===== config.mk =====
export PLATFORM = sky130hd
export DESIGN_NAME = fetch_stage
export DESIGN_NICKNAME = d
export VERILOG_FILES = /design/src/rtl/riscv_pkg.sv /design/src/rtl/fetch_skid_buf.sv /design/src/rtl/fetch_stage.sv
export SDC_FILE = /design/constraint.sdc
export NUM_CORES = 1
export LEC_CHECK = 0
export CAP_MARGIN = 20
export CELL_PAD_IN_SITES_DETAIL_PLACEMENT = 1
export CELL_PAD_IN_SITES_GLOBAL_PLACEMENT = 1
export CORE_MARGIN = 1.5
export CORE_UTILIZATION = 35
export CTS_CLUSTER_DIAMETER = 120
export CTS_CLUSTER_SIZE = 10
export DETAILED_ROUTE_END_ITERATION = 6
export PLACE_DENSITY = 0.87
export SYNTH_ARGS = -nofsm -noshare
export SYNTH_HDL_FRONTEND = slang
export SYNTH_SLANG_ARGS = --single-unit
export TNS_END_PERCENT = 5

===== constraint.sdc =====
create_clock -name clk -period 2.4 [get_ports clk]
set_input_delay 0.48 -clock clk [delete_from_list [all_inputs] [get_ports clk]]
set_output_delay 0.48 -clock clk [all_outputs]
set_load 0.01 [all_outputs]

===== src/rtl/riscv_pkg.sv =====
// Shared RV32 core definitions: XLEN, default reset PC and NOP encoding,
// fetch FSM state encoding, and the IF/ID pipeline register layout.
package riscv_pkg;

  localparam int XLEN = 32;

  localparam logic [XLEN-1:0] NOP_INSTR_DEFAULT = 32'h0000_0013;
  localparam logic [XLEN-1:0] RESET_PC_DEFAULT  = 32'h0000_0000;

  localparam logic [1:0] FETCH_IDLE = 2'd0;
  localparam logic [1:0] FETCH_REQ  = 2'd1;
  localparam logic [1:0] FETCH_WAIT = 2'd2;
  localparam logic [1:0] FETCH_DROP = 2'd3;

  typedef struct packed {
    logic            valid;
    logic [XLEN-1:0] instr;
    logic [XLEN-1:0] pc;
  } if_id_t;

  function automatic logic [XLEN-1:0] word_align(input logic [XLEN-1:0] addr);
    return {addr[XLEN-1:2], 2'b00};
  endfunction

endpackage


===== src/rtl/fetch_skid_buf.sv =====
// One-entry {instr, pc} holding buffer that catches a memory response
// arriving while decode is stalled.
module fetch_skid_buf
  import riscv_pkg::*;
(
  input  logic            clk,
  input  logic            rst_n,
  input  logic            push_i,
  input  logic            pop_i,
  input  logic            clr_i,
  input  logic [XLEN-1:0] instr_i,
  input  logic [XLEN-1:0] pc_i,
  output logic            full_o,
  output logic [XLEN-1:0] instr_o,
  output logic [XLEN-1:0] pc_o
);

  logic            full_q, full_d;
  logic [XLEN-1:0] instr_q, instr_d;
  logic [XLEN-1:0] pc_q, pc_d;

  // NOTE: every always_comb output gets a default first so no latch is inferred.
  always_comb begin
    full_d  = full_q;
    instr_d = instr_q;
    pc_d    = pc_q;
    if (clr_i) begin
      full_d = 1'b0;
    end else if (push_i) begin
      full_d  = 1'b1;
      instr_d = instr_i;
      pc_d    = pc_i;
    end else if (pop_i) begin
      full_d = 1'b0;
    end
  end

  // NOTE: state uses non-blocking assignments; the payload is reset too so a
  // single-entry buffer never exposes X to the decoder.
  always_ff @(posedge clk or negedge rst_n) begin
    if (!rst_n) begin
      full_q  <= 1'b0;
      instr_q <= '0;
      pc_q    <= '0;
    end else begin
      full_q  <= full_d;
      instr_q <= instr_d;
      pc_q    <= pc_d;
    end
  end

  assign full_o  = full_q;
  assign instr_o = instr_q;
  assign pc_o    = pc_q;

endmodule


===== src/rtl/fetch_stage.sv =====
// Instruction fetch: PC, single-outstanding imem request FSM, IF/ID register.
// Optional FETCH_PERF_CNT_EN adds fetch and bubble performance counters.
module fetch_stage
  import riscv_pkg::*;
#(
  parameter logic [XLEN-1:0] RESET_PC  = RESET_PC_DEFAULT,
  parameter logic [XLEN-1:0] NOP_INSTR = NOP_INSTR_DEFAULT
) (
  input  logic            clk,
  input  logic            rst_n,
  input  logic            stall_i,
  input  logic            redirect_i,
  input  logic [XLEN-1:0] redirect_pc_i,
  input  logic            trap_i,
  input  logic [XLEN-1:0] trap_vec_i,
  output logic            imem_req_o,
  output logic [XLEN-1:0] imem_addr_o,
  input  logic            imem_gnt_i,
  input  logic            imem_rvalid_i,
  input  logic [XLEN-1:0] imem_rdata_i,
  output logic            if_id_valid_o,
  output logic [XLEN-1:0] if_id_instr_o,
  output logic [XLEN-1:0] if_id_pc_o,
  output logic [XLEN-1:0] if_id_pc4_o,
`ifdef FETCH_PERF_CNT_EN
  output logic [31:0]     perf_fetch_o,
  output logic [31:0]     perf_bubble_o,
`endif
  output logic            misalign_o
);

  logic [1:0]      state_q, state_d;
  logic [XLEN-1:0] pc_q, pc_d;
  logic [XLEN-1:0] req_pc_q, req_pc_d;
  logic            misalign_q, misalign_d;
  if_id_t          if_id_q, if_id_d;

  logic            flush;
  logic [XLEN-1:0] target;
  logic            fire;
  logic            accept_rv;
  logic            skid_full, skid_push, skid_pop;
  logic [XLEN-1:0] skid_instr, skid_pc;

  assign flush     = trap_i | redirect_i;
  assign target    = trap_i ? trap_vec_i : redirect_pc_i;
  assign fire      = imem_req_o & imem_gnt_i;
  assign accept_rv = imem_rvalid_i && (state_q == FETCH_WAIT);

  // A WAIT-state response frees the port, so the next request can go out in
  // the same cycle unless that response is being squashed.
  always_comb begin
    imem_req_o = 1'b0;
    if (!stall_i && !skid_full) begin
      if (state_q == FETCH_REQ) begin
        imem_req_o = 1'b1;
      end else if (state_q == FETCH_WAIT && imem_rvalid_i && !flush) begin
        imem_req_o = 1'b1;
      end
    end
  end
  assign imem_addr_o = pc_q;

  always_comb begin
    state_d    = state_q;
    pc_d       = pc_q;
    req_pc_d   = req_pc_q;
    misalign_d = 1'b0;

    if (fire) begin
      req_pc_d = pc_q;
    end

    if (flush) begin
      pc_d       = word_align(target);
      misalign_d = (target[1:0] != 2'b00);
    end else if (fire) begin
      pc_d = pc_q + 32'd4;
    end

    unique case (state_q)
      FETCH_IDLE: state_d = FETCH_REQ;
      FETCH_REQ: begin
        if (fire) state_d = flush ? FETCH_DROP : FETCH_WAIT;
      end
      FETCH_WAIT: begin
        if (imem_rvalid_i) state_d = fire ? FETCH_WAIT : FETCH_REQ;
        else if (flush)    state_d = FETCH_DROP;
      end
      FETCH_DROP: begin
        if (imem_rvalid_i) state_d = FETCH_REQ;
      end
      default: state_d = FETCH_IDLE;
    endcase
  end

  // IF/ID priority: squash, then stall (catch response in skid), then skid
  // drain ahead of fresh memory data, else bubble.
  always_comb begin
    if_id_d   = if_id_q;
    skid_push = 1'b0;
    skid_pop  = 1'b0;
    if (flush) begin
      if_id_d.valid = 1'b0;
      if_id_d.instr = NOP_INSTR;
    end else if (stall_i) begin
      skid_push = accept_rv;
    end else if (skid_full) begin
      if_id_d  = '{valid: 1'b1, instr: skid_instr, pc: skid_pc};
      skid_pop = 1'b1;
    end else if (accept_rv) begin
      if_id_d = '{valid: 1'b1, instr: imem_rdata_i, pc: req_pc_q};
    end else begin
      if_id_d.valid = 1'b0;
      if_id_d.instr = NOP_INSTR;
    end
  end

  fetch_skid_buf u_skid (
    .clk     (clk),
    .rst_n   (rst_n),
    .push_i  (skid_push),
    .pop_i   (skid_pop),
    .clr_i   (flush),
    .instr_i (imem_rdata_i),
    .pc_i    (req_pc_q),
    .full_o  (skid_full),
    .instr_o (skid_instr),
    .pc_o    (skid_pc)
  );

  always_ff @(posedge clk or negedge rst_n) begin
    if (!rst_n) begin
      state_q    <= FETCH_IDLE;
      pc_q       <= RESET_PC;
      req_pc_q   <= '0;
      misalign_q <= 1'b0;
      if_id_q    <= '{valid: 1'b0, instr: NOP_INSTR, pc: '0};
    end else begin
      state_q    <= state_d;
      pc_q       <= pc_d;
      req_pc_q   <= req_pc_d;
      misalign_q <= misalign_d;
      if_id_q    <= if_id_d;
    end
  end

  assign if_id_valid_o = if_id_q.valid;
  assign if_id_instr_o = if_id_q.instr;
  assign if_id_pc_o    = if_id_q.pc;
  assign if_id_pc4_o   = if_id_q.pc + 32'd4;
  assign misalign_o    = misalign_q;

`ifdef FETCH_PERF_CNT_EN
  logic [31:0] perf_fetch_q, perf_fetch_d;
  logic [31:0] perf_bubble_q, perf_bubble_d;

  always_comb begin
    perf_fetch_d  = perf_fetch_q;
    perf_bubble_d = perf_bubble_q;
    if (!flush && !stall_i && (skid_full || accept_rv)) perf_fetch_d = perf_fetch_q + 32'd1;
    if (!if_id_q.valid) perf_bubble_d = perf_bubble_q + 32'd1;
  end

  always_ff @(posedge clk or negedge rst_n) begin
    if (!rst_n) begin
      perf_fetch_q  <= '0;
      perf_bubble_q <= '0;
    end else begin
      perf_fetch_q  <= perf_fetch_d;
      perf_bubble_q <= perf_bubble_d;
    end
  end

  assign perf_fetch_o  = perf_fetch_q;
  assign perf_bubble_o = perf_bubble_q;
`endif

endmodule


==> impl_results.rst, run 1 <==
.. list-table::
   :header-rows: 1

   * - Metric
     - Value
   * - CP Capture Type
     - primary output
   * - Violations in the final reports
     - design-rule violations, negative setup slack
   * - Setup crit end
     - if_id_pc4_o[15]
   * - Run status
     - complete, but fails checks
   * - Worst flop-to-flop path startpoint
     - imem_addr_o[2]$_DFFE_PN0P_
   * - Most used cell along the critical path
     - sky130_fd_sc_hd__buf_4
   * - Die H
     - 166 microns
   * - Library cell used as clock root buffer
     - sky130_fd_sc_hd__clkbuf_16
   * - H-tree levels
     - 4
   * - Final setup fails
     - 16
   * - WP data required
     - 1.92 ns
   * - Leading cell types in the layout, fill and taps excluded
     - 194 x sky130_fd_sc_hd__clkdlybuf4s50_1, 185 x sky130_fd_sc_hd__dfrtp_1, 137 x sky130_fd_sc_hd__nand2_1
   * - Reported max-cap violation count
     - 0
   * - Pin count of the biggest net entering global routing
     - 67
   * - Top cell type's share of synthesized area
     - 49.8%
   * - PnR worst setup slack
     - -0.187 ns
   * - RR Endpoint
     - imem_addr_o[28]$_DFFE_PN0P_
   * - IR Drop Worst-Case VDD
     - 0.564 mV
   * - Number of warnings printed during yosys synthesis
     - 0
   * - Sinks on Clock Net
     - 189
   * - Area of the core
     - 26100 sq um
   * - Fin. Hold Viols
     - 0
   * - Number of synthesized flops with an enable pin
     - 0
   * - Total power
     - 11.6 mW
   * - Number of buffers inserted for hold repair after clock tree synthesis
     - 0
   * - Initial antenna violation count
     - 2
   * - DIE AREA
     - 27700 sq um
   * - Largest stage delay on the critical path
     - 0.36 ns
   * - End-of-flow core utilization
     - 50.5%
   * - R2r setup slk
     - 0.09 ns
   * - Placement Setup Slack
     - -0.422 ns
   * - Depth of the worst register-to-register path
     - 6
   * - Area after DPL
     - 12600 sq um
   * - Gr usage total
     - 23.8%
   * - Post-Syn Area
     - 9360 sq um
   * - Total instance count after detailed placement
     - 1518
   * - Via count of the first global-routing pass
     - 9279
   * - Final-stage net count
     - 1316
   * - Initial Util
     - 35.8%
   * - Cell taking the most area after synthesis
     - sky130_fd_sc_hd__dfrtp_1
   * - Iteration-0 DRC count of the detailed router
     - 637
   * - Met3 usage in global routing
     - 4.13%
   * - Async S/R FF share, synth
     - 100%
   * - Global Route met1 Usage
     - 29.3%
   * - Detailed-route wire length
     - 32600 microns
   * - Remaining antenna violation count
     - 0
   * - Global-route wire length before repair
     - 51900 microns
   * - Count of placed standard cells in the final layout, fillers left out
     - 1558
   * - CTS Buf Count
     - 17
   * - CTS tree
     - yes
   * - Sequential fraction of the synthesis area
     - 50.6%
   * - Number of search-and-repair iterations in the first detailed-routing pass
     - 7
   * - Post-route worst hold slack
     - 0.0324 ns
   * - Routability congestion estimate
     - 0.856
   * - Skew final
     - 0.0140 ns
   * - Cell-by-cell listing of the critical path
     - and4_4 > nand4_1 > buf_4 > buf_4 > buf_4 > nor2_4 > buf_4 > xor2_1 > buf_2
   * - Unrepaired setup endpoints after global routing
     - true
   * - Routed vias/inst
     - 5.52
   * - Routed WL per cell
     - 20.9 microns
   * - Final Critical Period
     - 2.59 ns
   * - Worst hold path type
     - input pin to asynchronous set/reset pin
   * - Proportion of layout cells with a drive suffix above 1
     - 20.7%
   * - Setup Total Neg Slack
     - -1.59 ns
   * - Count of fill cells added during filler insertion
     - 2885
   * - Slowest CP cell
     - sky130_fd_sc_hd__dfrtp_1
   * - Arrival time worst endpoint
     - 2.11 ns
   * - Cells taking the most area after synthesis
     - sky130_fd_sc_hd__dfrtp_1 50%, sky130_fd_sc_hd__mux2_2 7.5%, sky130_fd_sc_hd__nand2_1 5.5%
   * - Worst slew slack as a fraction of its limit
     - 58.3%
   * - Primary flip-flop cell chosen by synthesis mapping
     - sky130_fd_sc_hd__dfrtp_1
   * - Number of pins with negative max-slew slack in the final report
     - 0
   * - Maximum clock insertion buffer count
     - 2
   * - Commonest non-fill, non-tap cell in the layout
     - sky130_fd_sc_hd__clkdlybuf4s50_1
   * - Crit Path Category
     - flop to primary output
   * - Number of standard cells after synthesis
     - 931
   * - I/O pin cnt
     - 234
   * - Global-route congestion overflow total
     - 0
   * - Crit path launch
     - if_id_pc_o[4]$_DFFE_PN0P_
   * - Leakage power figure
     - 5.86 nW
   * - DRC viols
     - 12
   * - Synthesis-to-finish area growth
     - 41.2%
   * - Met2 Use GR
     - 41.0%
   * - Source-to-sink clock delay at the later pin of the worst-skew pair
     - 0.43 ns
   * - Critical Path Start Type
     - flop
   * - HPWL after detailed placement
     - 23500 microns
   * - Average size of a mapped cell
     - 10.0 sq um
   * - Cell area power density
     - 875 nW/um^2
   * - FF+latch count, synth
     - 189
   * - Clock input transition at the sequential cells of the worst setup and hold paths
     - 0.08 ns
   * - Fraction of the cycle the final worst path needs
     - 108%
   * - Number of distinct standard cells referenced by the synthesized netlist
     - 56
   * - Fmax achieved
     - 387 MHz
   * - Port bufs
     - 227
   * - Post-route standard cell area excluding fillers
     - 13200 sq um
   * - Overall die width
     - 166 microns
   * - Crit path max fanout
     - 3
   * - Core Rows
     - 59
   * - Vias
     - 8594
   * - Least-Margin Pin Slew
     - 0.626 ns
   * - Busiest grt layer
     - met2
## cell families (layout without fill, tap and decap cells)
family                     after synthesis  count (layout)  synth area share [%]
DFF                                    189             189                  50.6
AOI/OAI and AO/OA                      156             156                  11.0
buffers and inverters                   78             363                  3.46
other                                    1               8                0.0401
xor gates and xnor gates                38              38                  3.56
and+or+nand+nor                        363             363                  19.0
adders and majority gates                5               5                 0.669
muxes                                  101             101                  11.6
## power breakdown
group          internal, mW  switching, mW  leakage, nW
clock network          1.50           1.34        0.286
logic                  1.98           1.89         3.13
registers              4.08          0.755         2.44
## state kept, by name, summed over array words and instances (netlist names)
register        count
u_skid.full_o       1
state_q             2
imem_addr_o        30
u_skid.instr_o     32
if_id_pc_o         30
u_skid.pc_o        30
if_id_instr_o      32
if_id_valid_o       1
misalign_o          1
req_pc_q           30
## worst min path at each step
stage | startpoint | endpoint | slack, ns | cells after the start
final | rst_n | u_skid.pc_o[2]$_DFFE_PN0P_ | 0.03 | 1
after global routing | rst_n | u_skid.pc_o[2]$_DFFE_PN0P_ | 0.05 | 1
after detailed placement | u_skid.instr_o[13]$_DFFE_PN0P_ | u_skid.instr_o[13]$_DFFE_PN0P_ | 0.49 | 1
after global placement | req_pc_q[3]$_DFFE_PN0P_ | req_pc_q[3]$_DFFE_PN0P_ | 0.48 | 2
after floorplan | rst_n | if_id_instr_o[10]$_DFFE_PN0P_ | 0.18 | 0
after CTS | rst_n | u_skid.pc_o[8]$_DFFE_PN0P_ | 0.04 | 1
## synth_stat cells, types with 2 or more instances
master                      instances
sky130_fd_sc_hd__nor3b_1            3
sky130_fd_sc_hd__dfstp_2            3
sky130_fd_sc_hd__nor3_2             2
sky130_fd_sc_hd__nor2_1            69
sky130_fd_sc_hd__a31oi_1            4
sky130_fd_sc_hd__o21ai_0           25
sky130_fd_sc_hd__xnor2_1           31
sky130_fd_sc_hd__o22a_1             2
sky130_fd_sc_hd__inv_1             10
sky130_fd_sc_hd__dfrtp_1          186
sky130_fd_sc_hd__buf_4              6
sky130_fd_sc_hd__ha_1               5
sky130_fd_sc_hd__mux2i_1           39
sky130_fd_sc_hd__nand3_1           25
sky130_fd_sc_hd__o21a_1             2
sky130_fd_sc_hd__and3_1             6
sky130_fd_sc_hd__and4_4             4
sky130_fd_sc_hd__buf_1              5
sky130_fd_sc_hd__nand2_1          137
sky130_fd_sc_hd__o221ai_1           9
sky130_fd_sc_hd__mux2_2            62
sky130_fd_sc_hd__clkbuf_1          50
sky130_fd_sc_hd__o22ai_1            5
sky130_fd_sc_hd__and4_1             6
sky130_fd_sc_hd__o311ai_0           3
sky130_fd_sc_hd__nand4_1           18
sky130_fd_sc_hd__a21oi_1           55
sky130_fd_sc_hd__a221oi_1          31
sky130_fd_sc_hd__nor2b_1           36
sky130_fd_sc_hd__buf_2              6
sky130_fd_sc_hd__a2bb2oi_1          3
sky130_fd_sc_hd__o2bb2ai_1          3
sky130_fd_sc_hd__xor2_1             7
sky130_fd_sc_hd__nor4_1             5
sky130_fd_sc_hd__and4_2             3
sky130_fd_sc_hd__a22oi_1            4
sky130_fd_sc_hd__nor3_1            39
sky130_fd_sc_hd__a211oi_1           4
## routing by layer
metal,share of wire (%),up-vias
met1,41,4370
li1,-,3868
met4,3.7,0
met3,4.7,69
met5,0,-
met2,51,287
## worst max-delay path: cells and delay by family, from the launching register on
| kind | cells | cell delay (ns) |
|---|---|---|
| XOR/XNOR | 1 | 0.12 |
| buffers and inverters | 5 | 0.69 |
| flip-flops | 1 | 0.36 |
| AND/OR/NAND/NOR | 3 | 0.50 |
## what timing repair did
action,4_1_cts,5_1_grt
gates resized for setup,103,10
setup endpoints to repair,27,26
buffers inserted,4,2
pin swaps,8,6
cloned,0,0
## cell type report
class | instances | area [sq um] | area share (%)
timing repair buffer | 321 | 2990 | 22.6
antenna | 2 | 5.00 | 0.0379
sequential | 189 | 4730 | 35.9
tap | 335 | 419 | 3.17
multi-input combinational | 669 | 4430 | 33.5
clock inverter | 14 | 153 | 1.16
clock buffer | 18 | 439 | 3.33
inverter | 10 | 37.5 | 0.284
Power figures use the tool's default switching activity.
==> run 2, diff against run 1 <==
- GPL_ROUTABILITY_DRIVEN: unset -> 1
==> results of run 2 <==
No change in the layout: final DEF, timing and power equal those of run 1.
==> run 3, diff against run 2 <==
- REMOVE_ABC_BUFFERS: unset -> 1
==> run 3 against run 2 <==
The flow still finishes with violations (design-rule violations, negative setup slack); sequential power is 1% lower; fmax is 0.96% higher; hold slack better by 0.017 ns; first-iteration DRC count fell by 26%; final cell count down 0.51%; via count decreased by 1.8%; utilization decreased by 0.38 points; global-route usage is 0.66 points lower; clock power fell by 3%; critical path depth decreased by 3; setup slack better by 0.025 ns; register-to-register slack gained 0.04 ns; largest cell class unchanged.
==> impl_results.rst, run 3 (synthesized netlist as in run 1, its figures left out) <==
.. list-table::
   :header-rows: 1

   * - Metric
     - Value
   * - Met2 routed WL
     - 16400 microns (was 16600 microns)
   * - Maximum clock insertion buffer count
     - 2 (unchanged)
   * - Core Rows
     - 59 (unchanged)
   * - Source-to-sink clock delay at the later pin of the worst-skew pair
     - 0.44 ns (was 0.43 ns)
   * - DRC viols
     - 13 (was 12)
   * - HPWL after detailed placement
     - 23400 microns (was 23500 microns)
   * - Initial Util
     - 35.8% (unchanged)
   * - Skew final
     - 0.0112 ns (was 0.0140 ns)
   * - Via count of the first global-routing pass
     - 9058 (was 9279)
   * - Fin. Hold Viols
     - 0 (unchanged)
   * - Internal power
     - 7.41 mW (was 7.56 mW)
   * - Crit path max fanout
     - 3 (unchanged)
   * - Routed WL per cell
     - 20.7 microns (was 20.9 microns)
   * - Critical Path Start Type
     - flop (unchanged)
   * - CTS tree
     - yes (unchanged)
   * - Proportion of layout cells with a drive suffix above 1
     - 20.1% (was 20.7%)
   * - IR Drop Worst-Case VDD
     - 0.394 mV (was 0.564 mV)
   * - Clock share of power
     - 24.4% (was 24.6%)
   * - Most used cell along the critical path
     - sky130_fd_sc_hd__nand2_1 (was sky130_fd_sc_hd__buf_4)
   * - H-tree levels
     - 4 (unchanged)
   * - Run status
     - complete, but fails checks (unchanged)
   * - Iteration-0 DRC count of the detailed router
     - 470 (was 637)
   * - Routability congestion estimate
     - 0.837 (was 0.856)
   * - Routed met3 length
     - 1200 microns (was 1540 microns)
   * - Arrival time worst endpoint
     - 2.08 ns (was 2.11 ns)
   * - Final setup fails
     - 16 (unchanged)
   * - Clock input transition at the sequential cells of the worst setup and hold paths
     - 0.07 ns (was 0.08 ns)
   * - Count of placed standard cells in the final layout, fillers left out
     - 1550 (was 1558)
   * - Leading cell types in the layout, fill and taps excluded
     - 196 x sky130_fd_sc_hd__clkdlybuf4s50_1, 185 x sky130_fd_sc_hd__dfrtp_1, 137 x sky130_fd_sc_hd__nand2_1 (was 194 x sky130_fd_sc_hd__clkdlybuf4s50_1, 185 x sky130_fd_sc_hd__dfrtp_1, 137 x sky130_fd_sc_hd__nand2_1)
   * - Total power
     - 11.3 mW (was 11.6 mW)
   * - Area after DPL
     - 12500 sq um (was 12600 sq um)
   * - Library cell used as clock root buffer
     - sky130_fd_sc_hd__clkbuf_16 (unchanged)
   * - Initial antenna violation count
     - 5 (was 2)
   * - Synthesis-to-finish area growth
     - 40.1% (was 41.2%)
   * - Fraction of power spent switching nets
     - 34.4% (was 34.6%)
   * - Total instance count after detailed placement
     - 1508 (was 1518)
   * - Depth of the worst register-to-register path
     - 9 (was 6)
   * - Sinks on Clock Net
     - 189 (unchanged)
   * - Routed met1 length
     - 13000 microns (was 13200 microns)
   * - Violations in the final reports
     - design-rule violations, negative setup slack (unchanged)
   * - CP Capture Type
     - primary output (unchanged)
   * - Cell-by-cell listing of the critical path
     - and4_4 > nand2_1 > nor4_4 > nand2_1 > xnor2_1 > clkdlybuf4s15_2 (was and4_4 > nand4_1 > buf_4 > buf_4 > buf_4 > nor2_4 > buf_4 > xor2_1 > buf_2)
   * - Remaining antenna violation count
     - 0 (unchanged)
   * - Vias
     - 8440 (was 8594)
   * - Crit Path Category
     - flop to primary output (unchanged)
   * - Gr usage total
     - 23.1% (was 23.8%)
   * - Post-route worst hold slack
     - 0.0490 ns (was 0.0324 ns)
   * - Count of fill cells added during filler insertion
     - 2898 (was 2885)
   * - Number of search-and-repair iterations in the first detailed-routing pass
     - 7 (unchanged)
   * - I/O pin cnt
     - 234 (unchanged)
   * - Port bufs
     - 227 (unchanged)
   * - RR Endpoint
     - imem_addr_o[8]$_DFFE_PN0P_ (was imem_addr_o[28]$_DFFE_PN0P_)
   * - Routed vias/inst
     - 5.45 (was 5.52)
   * - DIE AREA
     - 27700 sq um (unchanged)
   * - Overall die width
     - 166 microns (unchanged)
   * - Worst hold path type
     - input pin to asynchronous set/reset pin (unchanged)
   * - CTS Buf Count
     - 17 (unchanged)
   * - R2r setup slk
     - 0.13 ns (was 0.09 ns)
   * - Reported max-cap violation count
     - 0 (unchanged)
   * - Fraction of the cycle the final worst path needs
     - 107% (was 108%)
   * - Worst flop-to-flop path startpoint
     - state_q[0]$_DFFE_PN0P_ (was imem_addr_o[2]$_DFFE_PN0P_)
   * - Top routing layer in use
     - met4 (unchanged)
   * - Largest stage delay on the critical path
     - 0.38 ns (was 0.36 ns)
   * - Global-route wire length before repair
     - 50300 microns (was 51900 microns)
   * - Placement Setup Slack
     - -0.184 ns (was -0.422 ns)
   * - Final Critical Period
     - 2.56 ns (was 2.59 ns)
   * - Least-Margin Pin Slew
     - 0.587 ns (was 0.626 ns)
   * - Slowest CP cell
     - sky130_fd_sc_hd__nor4_4 (was sky130_fd_sc_hd__dfrtp_1)
   * - Area of the core
     - 26100 sq um (unchanged)
   * - Setup Total Neg Slack
     - -1.28 ns (was -1.59 ns)
   * - Leakage power figure
     - 5.80 nW (was 5.86 nW)
   * - Logic gate share of total power
     - 33.3% (was 33.6%)
   * - Post-route standard cell area excluding fillers
     - 13100 sq um (was 13200 sq um)
   * - Cell area power density
     - 862 nW/um^2 (was 875 nW/um^2)
   * - Pin count of the biggest net entering global routing
     - 64 (was 67)
   * - PnR worst setup slack
     - -0.163 ns (was -0.187 ns)
   * - Detailed-route wire length
     - 32100 microns (was 32600 microns)
   * - Unrepaired setup endpoints after global routing
     - true (unchanged)
   * - WP data required
     - 1.92 ns (about the same)
   * - Die H
     - 166 microns (unchanged)
   * - Global-route congestion overflow total
     - 0 (unchanged)
   * - Psw
     - 3.88 mW (was 3.99 mW)
   * - Number of pins with negative max-slew slack in the final report
     - 0 (unchanged)
   * - Commonest non-fill, non-tap cell in the layout
     - sky130_fd_sc_hd__clkdlybuf4s50_1 (unchanged)
   * - End-of-flow core utilization
     - 50.2% (was 50.5%)
   * - Worst slew slack as a fraction of its limit
     - 60.9% (was 58.3%)
   * - Final-stage net count
     - 1304 (was 1316)
   * - Fmax achieved
     - 390 MHz (was 387 MHz)
   * - Crit path launch
     - if_id_pc_o[24]$_DFFE_PN0P_ (was if_id_pc_o[4]$_DFFE_PN0P_)
   * - Share of power burned in registers
     - 42.3% (was 41.8%)
[run 3: changes by cell type in the layout (fill, tap and decap cells not counted), moves of 2 or more]
cell	before	now
sky130_fd_sc_hd__clkdlybuf4s50_1	194	196
sky130_fd_sc_hd__buf_4	86	71
sky130_fd_sc_hd__diode_2	2	6
sky130_fd_sc_hd__clkinv_4	3	1
sky130_fd_sc_hd__inv_6	3	6
sky130_fd_sc_hd__buf_6	0	2
sky130_fd_sc_hd__clkbuf_2	1	3
[run 3: power groups by stage]
stage	Combinational (mW)	Clock (mW)	Sequential [mW]
after floorplan	1.55	0	4.85
after global placement	3.71	0	4.70
after detailed placement	3.87	0	4.81
after CTS	3.79	2.80	4.76
after global routing	4.08	2.93	4.90
final	3.76	2.76	4.78
[run 3: worst max-delay path by stage]
stage               depth (start not counted)                            end
finish                                      6                if_id_pc4_o[30]
global route                                6                if_id_pc4_o[30]
CTS                                         8                if_id_pc4_o[22]
detailed placement                          8                if_id_pc4_o[21]
global placement                            5                     imem_req_o
floorplan                                   3  u_skid.instr_o[0]$_DFFE_PN0P_
[run 3: per-layer routing]
layer  GRT usage [%]  vias up
met1            27.9     4271
met3            2.99       72
met2            40.4      256
li1                -     3841
met5               0        -
met4            12.3        0
[run 3: timing repair]
item,4_1_cts,5_1_grt
pin swaps,10,7
endpoints found under the setup margin,27,26
hold buffers,0,0
setup buffers,0,5
resized for setup,96,22
hold endpoints to repair,0,0
[run 3: worst max-delay path: cells and delay by family, from the launching register on]
kind,cells,cell delay (ns)
and+or+nand+nor,4,0.88
DFF,1,0.36
buffers and inverters,1,0.25
xor gates and xnor gates,1,0.16
[run 3: layout make-up]
class	count	area [sq um]	share of cell area [%]
Sequential cell	189	4730	36.1
Tap cell	335	419	3.20
Clock buffer	18	439	3.35
Timing Repair Buffer	309	2890	22.1
Inverter	10	37.5	0.286
Multi-Input combinational cell	669	4450	33.9
Clock inverter	14	125	0.955
Antenna cell	6	15.0	0.115
